$ cat src/rtl/memoria_instrucao_programavel.sv
// Programmable instruction memory: registered 1-cycle fetch port plus a handshaked
// block-load port driven by a 3-state loader FSM that blocks fetches while it writes.
module memoria_instrucao_programavel #(
    parameter int LARGURA   = 8,
    parameter int END_BITS  = 8,
    parameter int INIT_MODO = 0
) (
    input  logic                Clock,
    input  logic                Reset,
    input  logic [END_BITS-1:0] Endereco,
    input  logic                LerEn,
    output logic [LARGURA-1:0]  Instrucao,
    output logic                Valido,
    output logic                Ocupado,
    input  logic                CargaInicio,
    input  logic [END_BITS-1:0] CargaBase,
    input  logic [END_BITS:0]   CargaTamanho,
    input  logic [LARGURA-1:0]  CargaDado,
    input  logic                CargaValido,
    output logic                CargaPronto,
    output logic                CargaFim
);

    localparam int PROF = 2 ** END_BITS;

    typedef enum logic [1:0] {
        OCIOSO,
        CARGA,
        CONCLUIDO
    } estado_t;

    // Power-up image: ~i truncated to LARGURA bits equals (2**LARGURA-1 - i) mod 2**LARGURA.
    function automatic logic [PROF-1:0][LARGURA-1:0] conteudo_inicial();
        logic [PROF-1:0][LARGURA-1:0] v;
        for (int i = 0; i < PROF; i++) begin
            v[i] = (INIT_MODO == 0) ? ~LARGURA'(i) : '0;
        end
        return v;
    endfunction

    // The array is deliberately outside the reset domain so loaded words survive a reset.
    logic [PROF-1:0][LARGURA-1:0] mem_q = conteudo_inicial();
    logic [PROF-1:0][LARGURA-1:0] mem_d;

    estado_t             estado_q, estado_d;
    logic [END_BITS-1:0] ptr_q, ptr_d;
    logic [END_BITS:0]   cnt_q, cnt_d;
    logic [LARGURA-1:0]  instr_q, instr_d;
    logic                valido_q, valido_d;
    logic                escreve;

    always_comb begin
        estado_d = estado_q;
        ptr_d    = ptr_q;
        cnt_d    = cnt_q;
        mem_d    = mem_q;
        instr_d  = instr_q;
        valido_d = 1'b0;
        // A reset edge must not commit the word presented during an aborted load.
        escreve  = Reset && (estado_q == CARGA) && CargaValido;

        if (LerEn && (estado_q == OCIOSO)) begin
            instr_d  = mem_q[Endereco];
            valido_d = 1'b1;
        end

        case (estado_q)
            OCIOSO: begin
                if (CargaInicio) begin
                    ptr_d    = CargaBase;
                    cnt_d    = CargaTamanho;
                    estado_d = (CargaTamanho == '0) ? CONCLUIDO : CARGA;
                end
            end
            CARGA: begin
                if (escreve) begin
                    mem_d[ptr_q] = CargaDado;
                    ptr_d        = ptr_q + 1'b1;
                    cnt_d        = cnt_q - 1'b1;
                    if (cnt_q == (END_BITS + 1)'(1)) begin
                        estado_d = CONCLUIDO;
                    end
                end
            end
            CONCLUIDO: estado_d = OCIOSO;
            default:   estado_d = OCIOSO;
        endcase
    end

    always_ff @(posedge Clock) begin
        if (!Reset) begin
            estado_q <= OCIOSO;
            ptr_q    <= '0;
            cnt_q    <= '0;
            instr_q  <= '0;
            valido_q <= 1'b0;
        end else begin
            estado_q <= estado_d;
            ptr_q    <= ptr_d;
            cnt_q    <= cnt_d;
            instr_q  <= instr_d;
            valido_q <= valido_d;
        end
        mem_q <= mem_d;
    end

    assign Instrucao   = instr_q;
    assign Valido      = valido_q;
    assign Ocupado     = (estado_q != OCIOSO);
    assign CargaPronto = (estado_q == CARGA);
    assign CargaFim    = (estado_q == CONCLUIDO);

endmodule

$ cat config.mk
export PLATFORM = sky130hd
export DESIGN_NAME = memoria_instrucao_programavel
export DESIGN_NICKNAME = d
export VERILOG_FILES = /design/src/rtl/memoria_instrucao_programavel.sv
export SDC_FILE = /design/constraint.sdc
export NUM_CORES = 2
export LEC_CHECK = 0
export ABC_AREA = 1
export ABC_CLOCK_PERIOD_IN_PS = 2350
export CORE_ASPECT_RATIO = 0.75
export CORE_UTILIZATION = 57
export DETAILED_ROUTE_END_ITERATION = 6
export PLACE_DENSITY_LB_ADDON = 0.1
export SLEW_MARGIN = 20
export SYNTH_ARGS = -nofsm -noshare
export SYNTH_HDL_FRONTEND = slang
export SYNTH_SLANG_ARGS = --single-unit
$ cat constraint.sdc
create_clock -name Clock -period 2.35 [get_ports Clock]
set_input_delay 0.235 -clock Clock [delete_from_list [all_inputs] [get_ports Clock]]
set_output_delay 0.235 -clock Clock [all_outputs]
set_load 0.02 [all_outputs]
# [After elaboration in Yosys (flattened, before gate mapping)]
# Index checks and enable logic that the tools add are counted.
# Widths: inputs -> output; s select.
[word_totals] inputBits=38 reg_bits=2076 mem_count=0 latch_bits=0 romBits=0 ramBits=0 word_cells=300 out_inout_bits=12
[op_classes] mul=0 eq_ne=6 muxes=17 shifts=0 div=0 n_reduce_logical=11 add_sub_neg=2 bitwise=0 magnitude_cmp=3
[ops] cell="$bwmux 2048" count=1
[ops] cell="$bmux 8 s8" count=1
[ops] cell="$demux 8 s8" count=1
[ops] cell="$mux 8" count=4
[ops] cell="$lt 8x9->1 const B" count=2
[ops] cell="$mux 9" count=2
[ops] cell="$pmux 9 s2" count=1
[ops] cell="$pmux 8 s2" count=1
[ops] cell="$eq 9x1->1 const B" count=1
[ops] cell="$logic_not 9->1" count=1
[ops] cell="$sub 9x1->9 const B" count=1
[ops] cell="$add 8x1->8 const B" count=1
[ops] cell="$ge 8x1->1 const B" count=1
[ops] cell="$mux 2" count=4
[ops] cell="$reduce_and 3->1" count=2
[ops] cell="$logic_and 1x1->1" count=4
[ops] cell="$ne 2x1->1 const B" count=2
[ops] cell="$pmux 2 s2" count=1
[ops] cell="$reduce_bool 2->1" count=2
[ops] cell="$eq 2x1->1 const B" count=1
[ops] cell="$eq 2x2->1 const B" count=1
[ops] cell="$logic_not 2->1" count=1
[ops] cell="$ne 2x2->1 const B" count=1
[ops] cell="$reduce_and 2->1" count=1
[ops] cell="$mux 1" count=1

# [Depth between registers and ports, before layout]
[logic_depth] word_depth=5 mapped_depth=17 ltp_nobuf=13

# [Worst setup path before layout]
# No wires, ideal clock.
[synth_path] path_kind="register to register" start="register estado_q[0]" end="register mem_q[1120] (netlist name), enable pin" period_less_slack_ns=2.349 setup_ns=0.383 n_path_buf=2 setup_slack_ns=0.001 arrival_ns=1.965 stages_incl_launch_ff=9 t_required_ns=1.967 path_cell_list="dfxtp_1 -> buf_4 -> inv_2 -> nor2_4 -> nand3_2 -> nor3_2 -> nand2_1 -> clkbuf_1 -> nor3_1"
[synth_between] elab_chain_cells=4
[synth_rtl] item="from (decl)" line_no="45" source="estado_t estado_q, estado_d;"
[synth_rtl] item="from (signal assigned)" line_no="98" source="estado_q <= estado_d;"
[synth_rtl] item="$eq 2x1->1 (*)" line_no="60, 67"
[synth_rtl] item="$logic_and 1x1->1 (2 in series)" line_no="60" source="escreve = Reset && (estado_q == CARGA) && CargaValido;"
[synth_rtl] item="$reduce_and 2->1 (no source line) (*)"
[synth_rtl] item="to (signal assigned)" line_no="104" source="mem_q <= mem_d;"
[synth_rtl] item="to (decl)" line_no="42" source="logic [PROF-1:0][LARGURA-1:0] mem_q = conteudo_inicial();"
# Mark *: on every way between the ends. The rest lies on a longest branch, timed or not.
# A chain may end at the register's enable or synchronous reset.

# [Final worst setup path]
[layout_path] start="register estado_q[0]" end="register mem_q[950] (netlist name), enable pin"
# The elaborated chain is that of the path after synthesis.

==> flow_summary.yaml <==
critical_path:
  cp_num_buf_inv: 4
  critPathArrivalTime_ns: 2.88
  slowest_stage: "dfxtp_1"
  crit_chain: "inv_2 > nor2_4 > nand3_2 > inv_2 > nand4_1 > buf_4 > nor2_1 > buf_4"
  startpoint_type: "flop"
  crit_type: "reg2reg"
  endpoint_kind: "flop"
  reg2reg_from: "estado_q[0]$_SDFFE_PN0P_"
  startpoint: "estado_q[0]$_SDFFE_PN0P_"
  cp.required_ns: 2.89
  cpPeakStageDelay_ns: 0.34
  worstPathMaxFanout: 8
  cp_top_family: "simple AND/OR/NAND/NOR gates"
clocking:
  clk_latency_ns: 0.84
  htreeDepth: 4
  cts-root-buf: "clkbuf_16"
  ctsLongestPathBuffers: 3
  cts_tree: "done"
  numCtsBuffers: 192
  clk_pin_slew_ns: 0.06
  cts_sinks: 2076
timing:
  tightest_slew_ns: 0.785
  setup-violations-final: 0
  slew_viol_final: 0
  tns_ns: 0
  period_needed_ns: 2.34
  finalWorstSetupSlack_ns: 0.00634
  finalHoldViolCount: 0
  final.setup_skew_ns: 0.0198
  relSlewSlack_pct: 47.6
  min_period_over_period_pct: 99.7
  clock.fmax_mhz: 427
power_and_ir_drop:
  power_density_mw_per_mm2: 789
  power_leakage_nw: 35.7
  power_w: 0.0780
  vdd_drop_max_v: 0.000699
die:
  ioPinCount: 50
  die_h_um: 336
  dieArea_sq_mm: 0.150
  die_w_um: 447
  start_util_pct: 57.4
  core_sq_mm: 0.148
  num_rows: 122
route:
  first_iter_violations: 8037
  viasPerCell: 5.99
  vias: 58900
  ant_nets: 0
  route.detailed.drc: 4
  first_pass_iters: 7
  wire_per_inst_um: 24.8
  wirelength_um: 244000
status:
  run_status: "complete, but fails checks"
  failed_checks: "DRC"
global_route:
  antenna_found_initial: 10
  grt-ovfl-total: 0
  grt_pass1_wl_um: 359000
  grt_pass1_vias: 55000
  grt.total_usage_pct: 32.5
  grt_max_degree: 87
placed_design:
  hpwl_um: 156000
  port_buffers: 49
  place_ws_ns: -0.268
  routabilityCongestion: 0.938
  dpl.cell_count: 9461
finish:
  area_growth_pct: 16.6
  fin_util_pct: 67.0
  layoutNonFillerInstCount: 9827
  nets: 7726
  final_layout_size_suffix_gt1_share_pct: 13.2
hold_path:
  min_path_type: "in2reg"
  min-delay-start: "CargaBase[0]"
yosys:
  synth.area.top_cells: "edfxtp_1 73%, nand3_1 12%, nand2_1 9.5%, buf_2 1.6%, nor2_1 1.3%"
  yosys.area.top_type: "edfxtp_1"
  yosysWarnings: 0
  synth_cells: 7193
  synth_seq_cells: 2076
  syn_nets: 7237
  synth_enable_flop_cells: 2048
  synth.distinct_cells: 38
  ys_async_sr_fraction_pct: 0
  synth_top_area_share_pct: 72.6
  syn_area_sq_mm: 0.0848
  synthTopCellsByCount: "2148 x nand2_1, 2048 x edfxtp_1, 2037 x nand3_1"
  ys_seq_area_share_pct: 73.2
  ys.flop_type: "edfxtp_1"
  synth.most_common_cell: "nand2_1"
  avgSynthCellArea_sq_um: 11.8
flow_run:
  maxCapViolations: 0
-- power by group --
| part | internal (W) | switching [W] | total [W] | leakage (nW) |
|---|---|---|---|---|
| clock network | 0.0172 | 0.0134 | 0.0307 | 2.98 |
| logic | 0.00199 | 0.00450 | 0.00649 | 14.1 |
| registers | 0.0408 | 0.000130 | 0.0409 | 18.6 |
| total | 0.0600 | 0.0181 | 0.0780 | 35.7 |
-- tightest hold or removal path: stages --
cell             delay [ns]
clkdlybuf4s50_1        0.41
nand2_1                0.14
a31oi_1                0.09
-- area by class of cell --
class | count | area (sq um)
Sequential cell | 2076 | 62100
Fill cell | 10900 | 48700
Multi-Input combinational cell | 4568 | 20000
Timing Repair Buffer | 787 | 7980
Clock buffer | 244 | 5170
Tap cell | 1984 | 2480
Clock inverter | 107 | 911
Inverter | 57 | 248
Antenna cell | 4 | 10.0
-- layout by cell type, fill, tap and decap left out, types with 16 or more instances in the layout --
cell type | netlist | final
nand2_1 | 2148 | 2143
edfxtp_1 | 2048 | 2048
nand3_1 | 2037 | 2033
buf_4 | 44 | 579
nor2_1 | 295 | 294
clkbuf_16 | 0 | 199
buf_12 | 0 | 149
clkinv_1 | 2 | 49
inv_1 | 49 | 47
clkbuf_1 | 112 | 42
clkinv_2 | 0 | 36
clkdlybuf4s50_1 | 0 | 32
dfxtp_1 | 28 | 27
o21ai_0 | 18 | 18
bufinv_16 | 0 | 16
-- metrics by stage --
| stage | hold WS [ns] | instance area (sq um) |
|---|---|---|
| floorplan | 0.334 | 84800 |
| global placement | 0.482 | 92600 |
| detailed placement | 0.484 | 92600 |
| CTS | 0.0594 | 98800 |
| global route | 0.0895 | 98900 |
| finish | 0.0820 | 98900 |
-- repair_timing --
item                                    CTS  global route
endpoints found under the setup margin    4            67
hold buffers                              9             0
endpoints found under the hold margin   476             0
gates resized for setup                   5             5
setup buffers                             0             1
gates cloned                              0             1
-- flip-flops by register name, summed over array words and instances (netlist names) --
register   flops
Instrucao      8
Valido         1
cnt_q          9
estado_q       2
mem_q       2048
ptr_q          8
-- worst paths after layout --
check	to	slack, ns	cells after the start
worst max-delay path	mem_q[950]$_DFFE_PP_	0.006	8
worst min-delay path	ptr_q[0]$_SDFFE_PN0P_	0.08	3
worst max register to register	mem_q[950]$_DFFE_PP_	0.006	8
worst min register to register	cnt_q[7]$_SDFFE_PN0P_	0.49	2
-- cells by family (layout without fill, tap and decap cells) --
| logic type | Yosys count | count (layout) | share of synthesized area (%) |
|---|---|---|---|
| xor gates and xnor gates | 3 | 3 | 0.0310 |
| DFF | 2076 | 2076 | 73.2 |
| and+or+nand+nor | 4508 | 4508 | 23.1 |
| AOI/OAI and AO/OA | 51 | 51 | 0.382 |
| other | 0 | 4 | 0 |
| buffers and inverters | 549 | 1195 | 3.23 |
| adders and majority gates | 6 | 6 | 0.0886 |
-- per-layer routing --
metal | vias up | GRT usage [%] | wire (um)
met2 | 3290 | 49.0 | 109000
met1 | 28600 | 47.8 | 99400
met5 | - | 0 | 13
met3 | 472 | 5.77 | 26200
li1 | 26600 | - | -
met4 | 2 | 12.0 | 9000
Power figures use the tool's default switching activity.
